File: src/rtl/phase_monitor.sv
// phase_monitor: tracks a four-phase clock sequence, flags illegal steps, counts cycles
//   CLK                 system clock, posedge
//   RST_N               asynchronous active-low reset
//   CLK_FT/DC/EX/WB     phase clocks sampled in the CLK domain
//   PHASE               decoded phase (0=FT,1=DC,2=EX,3=WB), 0 unless LOCK
//   LOCK                sequence tracked
//   FT/DC/EX/WB_RISE    one-cycle rising-edge strobes
//   ERR                 sticky illegal-sequence flag
//   ERR_CNT             saturating illegal-transition count (PHASE_MONITOR_ERRCNT_EN), else 0
//   CYCLE_CNT           completed instruction cycles, wraps
module phase_monitor #(
    parameter int CNT_W = 16
) (
    input  logic             CLK,
    input  logic             RST_N,
    input  logic             CLK_FT,
    input  logic             CLK_DC,
    input  logic             CLK_EX,
    input  logic             CLK_WB,
    output logic [1:0]       PHASE,
    output logic             LOCK,
    output logic             FT_RISE,
    output logic             DC_RISE,
    output logic             EX_RISE,
    output logic             WB_RISE,
    output logic             ERR,
    output logic [7:0]       ERR_CNT,
    output logic [CNT_W-1:0] CYCLE_CNT
);
    localparam logic [1:0] HUNT = 2'd0, START = 2'd1, LOCKED = 2'd2, ERROR = 2'd3;
    logic [3:0] smp, prev;
    logic [1:0] state, nxt, dec;
    logic legal, err_entry;
    always_comb begin
        legal = (prev == 4'b1100 && smp == 4'b0110) || (prev == 4'b0110 && smp == 4'b0011) ||
                (prev == 4'b0011 && smp == 4'b1001) || (prev == 4'b1001 && smp == 4'b1100);
        nxt = state == HUNT   ? (smp == 4'b1000 ? START : smp == 4'b1100 ? LOCKED : HUNT) :
              state == LOCKED ? (legal ? LOCKED : ERROR) :
              smp == 4'b1100  ? LOCKED : ERROR;
        dec = smp == 4'b1100 ? 2'd1 : smp == 4'b0110 ? 2'd2 : smp == 4'b0011 ? 2'd3 : 2'd0;
        err_entry = nxt == ERROR && state != ERROR;
    end
    // Everything derived from smp/prev lands one edge after sampling, aligned with the strobes.
    always_ff @(posedge CLK or negedge RST_N) begin
        if (!RST_N) begin
            smp <= '0;
            prev <= '0;
            state <= HUNT;
            PHASE <= '0;
            LOCK <= 1'b0;
            {FT_RISE, DC_RISE, EX_RISE, WB_RISE} <= '0;
            ERR <= 1'b0;
            CYCLE_CNT <= '0;
        end else begin
            smp <= {CLK_FT, CLK_DC, CLK_EX, CLK_WB};
            prev <= smp;
            state <= nxt;
            LOCK <= nxt == LOCKED;
            PHASE <= nxt == LOCKED ? dec : 2'd0;
            {FT_RISE, DC_RISE, EX_RISE, WB_RISE} <= smp & ~prev;
            if (err_entry) ERR <= 1'b1;
            // WB can only be reached in LOCKED through a legal step, so this is each entry.
            if (nxt == LOCKED && smp == 4'b0011) CYCLE_CNT <= CYCLE_CNT + CNT_W'(1);
        end
    end
`ifdef PHASE_MONITOR_ERRCNT_EN
    always_ff @(posedge CLK or negedge RST_N) begin
        if (!RST_N) ERR_CNT <= '0;
        else if (err_entry && ERR_CNT != 8'hFF) ERR_CNT <= ERR_CNT + 8'd1;
    end
`else
    assign ERR_CNT = '0;
`endif
endmodule

File: config.mk
export PLATFORM = sky130hd
export DESIGN_NAME = phase_monitor
export DESIGN_NICKNAME = d
export VERILOG_FILES = /design/src/rtl/phase_monitor.sv
export SDC_FILE = /design/constraint.sdc
export NUM_CORES = 1
export LEC_CHECK = 0
export BUFFER_PORTS_ARGS = -buffer_cell sky130_fd_sc_hd__buf_2
export CORE_AREA = 4 4 60 62
export CTS_CLUSTER_DIAMETER = 60
export DETAILED_ROUTE_END_ITERATION = 8
export DIE_AREA = 0 0 64 66
export PLACE_DENSITY = 0.74
export SETUP_SLACK_MARGIN = 0.02
export SYNTH_ARGS = -nofsm -noshare
export SYNTH_HDL_FRONTEND = slang
export SYNTH_SLANG_ARGS = --single-unit
File: constraint.sdc
create_clock -name CLK -period 1.9 [get_ports CLK]
set_clock_uncertainty 0.2 [all_clocks]
set_input_delay 0.095 -clock CLK [delete_from_list [all_inputs] [get_ports CLK]]
set_output_delay 0.095 -clock CLK [all_outputs]
set_load 0.05 [all_outputs]
==> results of run 1 <==
## flip-flops by register name, summed over array words and instances, names as in the netlist
name       flops
ERR            1
prev           4
CYCLE_CNT     16
state          2
WB_RISE        1
DC_RISE        1
smp            4
FT_RISE        1
LOCK           1
EX_RISE        1
PHASE          2
## cell type report
| type | count | area [sq um] | share of cell area, % |
|---|---|---|---|
| clock buffer | 7 | 45.04 | 2.483 |
| multi-input combinational | 86 | 604.3 | 33.31 |
| clock inverter | 1 | 30.03 | 1.655 |
| tap | 44 | 55.05 | 3.034 |
| timing repair buffer | 37 | 217.7 | 12.00 |
| sequential | 34 | 854.6 | 47.10 |
| inverter | 2 | 7.507 | 0.4138 |
## final timing paths
check | slack, ns | to | cells past startpoint | start
max | 0.11 | CYCLE_CNT[14] | 4 | smp[3]
min | 0.13 | CYCLE_CNT[11] | 2 | RST_N
max reg2reg | 0.11 | CYCLE_CNT[14] | 4 | smp[3]
min reg2reg | 0.27 | prev[3] | 0 | smp[3]
max in group asynchronous | 0.86 | CYCLE_CNT[2] | 2 | RST_N
min in group CLK | 0.19 | smp[2] | 2 | CLK_DC
## kinds of logic (layout without fill, tap and decap cells)
kind of cell               Yosys count  in the layout  share of synthesized area, %
AOI/OAI and AO/OA                    7              7                         2.751
adders and majority gates            1              1                        0.8332
xor gates and xnor gates            16             16                         9.333
muxes                                1              1                        0.7499
buffers and inverters               11             47                         4.833
DFF                                 34             34                         56.67
and+or+nand+nor                     53             53                         24.58
other                                1              8                        0.2498
## worst max-delay path, stage by stage, from the launching register on
cell and delay (ns):
dfrtp_1 0.43, and4bb_2 0.41, nand4_4 0.17, nor4_2 0.36, xor2_1 0.16
## power groups by stage
stage / combinational [mW] / clock, mW / sequential, mW
2_1_floorplan: 0.0659 / 0 / 0.788
3_3_place_gp: 0.111 / 0 / 0.764
3_5_place_dp: 0.112 / 0 / 0.765
4_1_cts: 0.120 / 0.529 / 0.751
5_1_grt: 0.127 / 0.573 / 0.754
6_report: 0.119 / 0.514 / 0.751
## metrics by stage
step | instance area [sq um] | utilization (%)
5_1_grt | 1814 | 59.92
3_5_place_dp | 1689 | 55.79
2_1_floorplan | 1531 | -
3_3_place_gp | 1689 | 55.79
6_report | 1814 | 59.92
4_1_cts | 1814 | 59.92
## metal layers
metal | track usage [%] | up-vias
li1 | - | 509
met1 | 18.46 | 481
met2 | 21.81 | 31
met3 | 6.293 | 9
met4 | 8.625 | 0
met5 | 0 | -
## cells in the final DEF, fill, tap and decap left out, types with 2 or more instances in the layout
master / n
dfrtp_1: 31
clkbuf_1: 2
buf_2: 29
inv_1: 2
and4_1: 2
nand3_1: 10
xnor2_1: 11
buf_4: 3
and2b_1: 2
dfrtp_2: 3
nand4_1: 5
nor2b_1: 4
xor2_1: 5
and3_1: 3
conb_1: 8
nor2_1: 5
nor4_2: 2
a21oi_1: 2
nand2_1: 6
and4bb_2: 4
dlygate4sd3_1: 5
o21ai_0: 2
clkbuf_4: 5
## timing repair
item	CTS	global route
hold buffers	5	0
setup endpoints to repair	0	0
hold endpoints to repair	38	0
==> results by group, run 1 <==
Clock tree
  – Clk pin slew, worst setup/hold paths: about 0.10 ns
  – CTS Buf Count: 5
  – Post-CTS setup repair buffer count: 0
  – Max Root-Sink Buffers: 2
  – Sink Count: 34
  – Clock tree root driver cell: clkbuf_4
  – CTS resizes: 0
  – H-tree lvl count: 2
  – CTS tree: yes
  – Clk_lat worst skew: 0.34 ns

Power
  – Pwr dens: 762.6 mW/mm^2
  – Sw Ratio: between 20% and 30%
  – VDD IR max: 0.4323 mV
  – Sequential Power Share: 54.3%
  – Leak: 0.9046 nW
  – Total Power: roughly 1.4 mW
  – Clk pwr share: 37.2%
  – P_int: 1.047 mW
  – Net Sw Power: 0.3360 mW
  – Gate power share: 8.6%

Critical path
  – Worst Path Max Fanout: 7
  – WP data required: 1.98 ns
  – Startpoint types: flip-flop
  – Data arrival, critical path: roughly 1.9 ns
  – Crit. End Element: flip-flop
  – Path type of the worst setup path: reg2reg

Route
  – Metal3 WL: between 150 and 200 um
  – # DRC: 0
  – Met1 WL: approximately 1200 um
  – Routed Antenna Nets: 0
  – Vias: 1030
  – Pre-antenna DRT Iters: 4
  – WL met2: 1203 um
  – Wire length per cell: approximately 13 um
  – Top Metal Used: met4
  – Total routed wirelength: 2706 um
  – Vias per cell: between 4 and 5
  – Iteration-0 DRC Markers: between 40 and 50

Yosys
  – Most frequent cell after synthesis: dfrtp_1
  – Top-area cell type share of the netlist area: a little under three fifths
  – Unique masters post-synth: 34
  – Mean area per synthesized cell: 12.11 sq um
  – Synth cell count leaders: dfrtp_1, xnor2_1, nand3_1, buf_4, nand2_1
  – Leading area contributor after synthesis: dfrtp_1
  – Post-Syn Area: 0.001501 sq mm
  – Post-synthesis sequential area ratio: 56.67%
  – EDFF count, synth: 0
  – Share of flip-flops with an asynchronous set or reset: 100.0%
  – Top cells by area, synth: dfrtp_1, xnor2_1, buf_4
  – FF+latch count, synth: 34
  – Mapped Cells: roughly 120
  – Ys flop type: dfrtp_1
  – Synth warn: 0

Cells and area
  – Final Net Count: between 150 and 200
  – Layout Cells excl Fill: 211
  – Fill count: 243
  – Share of cells above drive strength 1: approximately 30%
  – N_diodes: 0
  – Area growth from synthesis to layout: 20.83%

Timing
  – Period utilization: 94.18%
  – Final hold vios: 0
  – Slew Limit Fails: 0
  – Final setup TNS: 0 ns
  – Slew @ Worst Pin: between 0.7 and 0.8 ns
  – Max transition margin: between 50% and 60%
  – Final Setup Violations: 0
  – Hold slack: ~0.13 ns
  – Tmin final: 1.789 ns
  – Unrepaired setup endpoints after global routing: no
  – Max Freq: 0.5588 GHz
  – Setup WS post-layout: 0.1105 ns

Floorplanning
  – Row cnt: 20
  – Die Footprint: around 0.0042 sq mm
  – Die W: ~64 um
  – Ports: 38
  – Die Span Y: 66 um
  – Initial Utilization: 49.59%
  – Core area: 0.003028 sq mm

Placement
  – Port bufs: 29
  – Inst Count DP: 198
  – Worst slack at placement: 0.1064 ns
  – Post-DP HPWL: ~2000 um
  – Gpl congestion: 0.8564

Hold path
  – Worst Hold Class: in2async

Global routing
  – Remaining Overflow, GRT: 0
  – Largest net degree at the start of global routing: 35
  – First-pass GRT wire length: 4685 um
  – Antenna violations before repair: 0
  – All-layer global routing usage: 14.95%
  – Number of global-route vias before repair: 979

Run status
  – Outcome: finished, final reports clean

Run
  – Max Cap Viol: 0
Note: power is estimated with default switching activity, not from simulation.
==> inputs of run 2 (changes only) <==
--- a/config.mk
+++ b/config.mk
@@ -6,11 +6,12 @@
 export NUM_CORES = 1
 export LEC_CHECK = 0
 export BUFFER_PORTS_ARGS = -buffer_cell sky130_fd_sc_hd__buf_2
-export CORE_AREA = 4 4 60 62
+export CORE_AREA = 4 4 58 60
 export CTS_CLUSTER_DIAMETER = 60
 export DETAILED_ROUTE_END_ITERATION = 8
-export DIE_AREA = 0 0 64 66
-export PLACE_DENSITY = 0.74
+export DIE_AREA = 0 0 62 64
+export GPL_TIMING_DRIVEN = 1
+export PLACE_DENSITY = 0.79
 export SETUP_SLACK_MARGIN = 0.02
 export SYNTH_ARGS = -nofsm -noshare
 export SYNTH_HDL_FRONTEND = slang
==> constraint.sdc (replaced) <==
create_clock -name CLK -period 2.24 [get_ports CLK]
set_clock_uncertainty 0.2 [all_clocks]
set_input_delay 0.112 -clock CLK [delete_from_list [all_inputs] [get_ports CLK]]
set_output_delay 0.112 -clock CLK [all_outputs]
set_load 0.05 [all_outputs]
==> run 2 against run 1 <==
Net effect:
- first-iteration DRC count decreased by 16%
- count of clock-buffer cells in the layout decreased by 1
- via count increased by 0.68%
- non-clock buffer count decreased by 3
- worst hold slack improved by 0.030 ns
- fmax decreased by 0.38%
- wire length decreased by 4.5%
==> results by group, run 2 (synthesis gave the netlist of run 1 again) <==
Run status
  – Outcome: finished, final reports clean

Cells and area
  – Number of flip-flops in the largest register: 16 (unchanged)
  – Area growth from synthesis to layout: 17.42%
  – Largest Register: CYCLE_CNT
  – Final Net Count: 170 (-1.7%)
  – Layout Cells excl Fill: 197 (-6.6%)
  – Registers with the most flip-flops: CYCLE_CNT (16), prev (4), smp (4)
  – N_diodes: 0 (unchanged)
  – Commonest non-fill, non-tap cells in the layout: dfrtp_1, buf_2, xnor2_1
  – Share of cells above drive strength 1: 28.05% (-1.9 points)
  – Most common cell after layout, fill and taps aside: dfrtp_1

Clock tree
  – Clk_lat worst skew: 0.33 ns (about the same)
  – CTS tree: yes
  – Max Root-Sink Buffers: 2 (unchanged)
  – Clock tree root driver cell: clkbuf_4
  – CTS resizes: 0 (unchanged)
  – Sink Count: 34 (unchanged)
  – CTS Buf Count: 5 (unchanged)
  – Clk pin slew, worst setup/hold paths: 0.10 ns (about the same)
  – H-tree lvl count: 2 (unchanged)

Critical path
  – Slowest stage delay, CP: 0.44 ns (about the same)
  – Worst Path Max Fanout: 7 (unchanged)
  – Crit. End Element: flip-flop
  – Path type of the worst setup path: reg2reg
  – WP data required: 2.27 ns (+0.29 ns)
  – Data arrival, critical path: 1.83 ns (-0.04 ns)
  – Startpoint types: flip-flop
  – Slowest cell on the critical path: dfrtp_1
  – Worst-path cell chain: and4bb_2 > and4_1 > nand3_1 > xnor2_1

Power
  – Pwr dens: 617.6 mW/mm^2 (-19%)
  – VDD IR max: 0.5496 mV (+27%)
  – Leak: 0.8906 nW (-1.5%)
  – Total Power: 1.089 mW (-21%)

Hold path
  – Worst Hold Class: in2async

Global routing
  – Remaining Overflow, GRT: 0 (unchanged)
  – Antenna violations before repair: 0 (unchanged)
  – Largest net degree at the start of global routing: 35 (unchanged)
  – Number of global-route vias before repair: 990 (+1.1%)
  – First-pass GRT wire length: 4491 um (-4.1%)
  – All-layer global routing usage: 15.47% (+0.52 points)

Placement
  – Post-DP HPWL: 1896 um (-4.1%)
  – Gpl congestion: 0.8440 (-1.4%)
  – Worst slack at placement: 0.4479 ns (+0.3416 ns)
  – Inst Count DP: 184 (-7.1%)
  – Port bufs: 29 (unchanged)

Floorplanning
  – Ports: 38 (unchanged)
  – Core area: 0.002928 sq mm (-3.3%)
  – Die Footprint: 0.003968 sq mm (-6.1%)
  – Initial Utilization: 51.28% (+1.7 points)
  – Die W: 62 um (-3.1%)
  – Row cnt: 20 (unchanged)
  – Die Span Y: 64 um (-3.0%)

Timing
  – Unrepaired setup endpoints after global routing: no
  – Slew @ Worst Pin: 0.7145 ns (-0.0009996 ns)
  – Period utilization: 80.19% (-14 points)
  – Setup WS post-layout: 0.4437 ns (+0.3332 ns)
  – Final hold vios: 0 (unchanged)
  – Final Setup Violations: 0 (unchanged)
  – Max Freq: 0.5567 GHz (-0.38%)
  – Final setup TNS: 0 ns (unchanged)
  – Max transition margin: 52.36% (+0.067 points)
  – Tmin final: 1.796 ns (+0.006826 ns)
  – Slew Limit Fails: 0 (unchanged)

Route
  – Wire length per cell: 13.12 um (+2.3%)
  – Vias per cell: 5.264 (+7.8%)
  – Routed Antenna Nets: 0 (unchanged)
  – Iteration-0 DRC Markers: 38 (-16%)
  – Total routed wirelength: 2585 um (-4.5%)
  – Vias: 1037 (+0.68%)
  – # DRC: 0 (unchanged)
  – Pre-antenna DRT Iters: 3 (-1)

Run
  – Max Cap Viol: 0 (unchanged)
-- run 2: changes by cell type in the layout (fill, tap and decap cells not counted), sizes merged --
cell | before | now
clkinv | 0 | 1
buf | 32 | 29
bufinv | 1 | 0
clkbuf | 7 | 6
clkinvlp | 0 | 1
-- run 2: worst max-delay path: cells and delay by family (launching register included) --
family	cells	cell delay (ns)
DFF	1	0.44
and+or+nand+nor	3	0.91
xor gates and xnor gates	1	0.15
-- run 2: layout make-up --
class | instances | area (sq um)
Fill cell | 255 | 1165
Sequential cell | 34 | 850.8
Multi-Input combinational cell | 86 | 604.3
Timing Repair Buffer | 34 | 195.2
Clock buffer | 6 | 51.30
Tap cell | 33 | 41.29
Clock inverter | 2 | 12.51
Inverter | 2 | 7.507
-- run 2: per-layer routing --
metal  vias to the layer above  share of wire, %  global-route usage, %
met2                        25                50                  23.58
met1                       503                41                  19.27
met4                         0               1.6                  6.101
met3                         5               6.6                  6.061
met5                         -                 0                      0
li1                        504                 -                      -
-- run 2: through the flow --
step	hold slack, ns	utilization [%]	area, sq um
6_report	0.1549	60.21	1763
4_1_cts	0.1608	60.21	1763
5_1_grt	0.1980	60.21	1763
2_1_floorplan	-0.3836	-	1528
3_5_place_dp	0.01288	56.32	1649
3_3_place_gp	0.002459	56.32	1649
-- run 2: power breakdown --
| part | internal (mW) | switching, mW | total, mW | leakage, nW |
|---|---|---|---|---|
| combinational | 0.0229 | 0.0724 | 0.0953 | 0.420 |
| sequential | 0.627 | 0.0121 | 0.639 | 0.436 |
| clock | 0.151 | 0.204 | 0.355 | 0.0343 |
-- run 2: what timing repair did --
action                     in CTS  in global routing
hold endpoints to repair       38                  0
setup endpoints to repair       0                  0
hold buffers                    5                  0
setup buffers                   0                  0
-- run 2: final timing paths --
| check | startpoint | cells past startpoint | slack, ns | to |
|---|---|---|---|---|
| setup / recovery | smp[3] | 4 | 0.44 | CYCLE_CNT[9] |
| hold / removal | RST_N | 2 | 0.15 | CYCLE_CNT[11] |
| setup reg to reg | smp[3] | 4 | 0.44 | CYCLE_CNT[9] |
| hold reg to reg | prev[0] | 1 | 0.27 | WB_RISE |
| max in group asynchronous | RST_N | 2 | 1.23 | smp[1] |
| min in group CLK | CLK_DC | 2 | 0.21 | smp[2] |
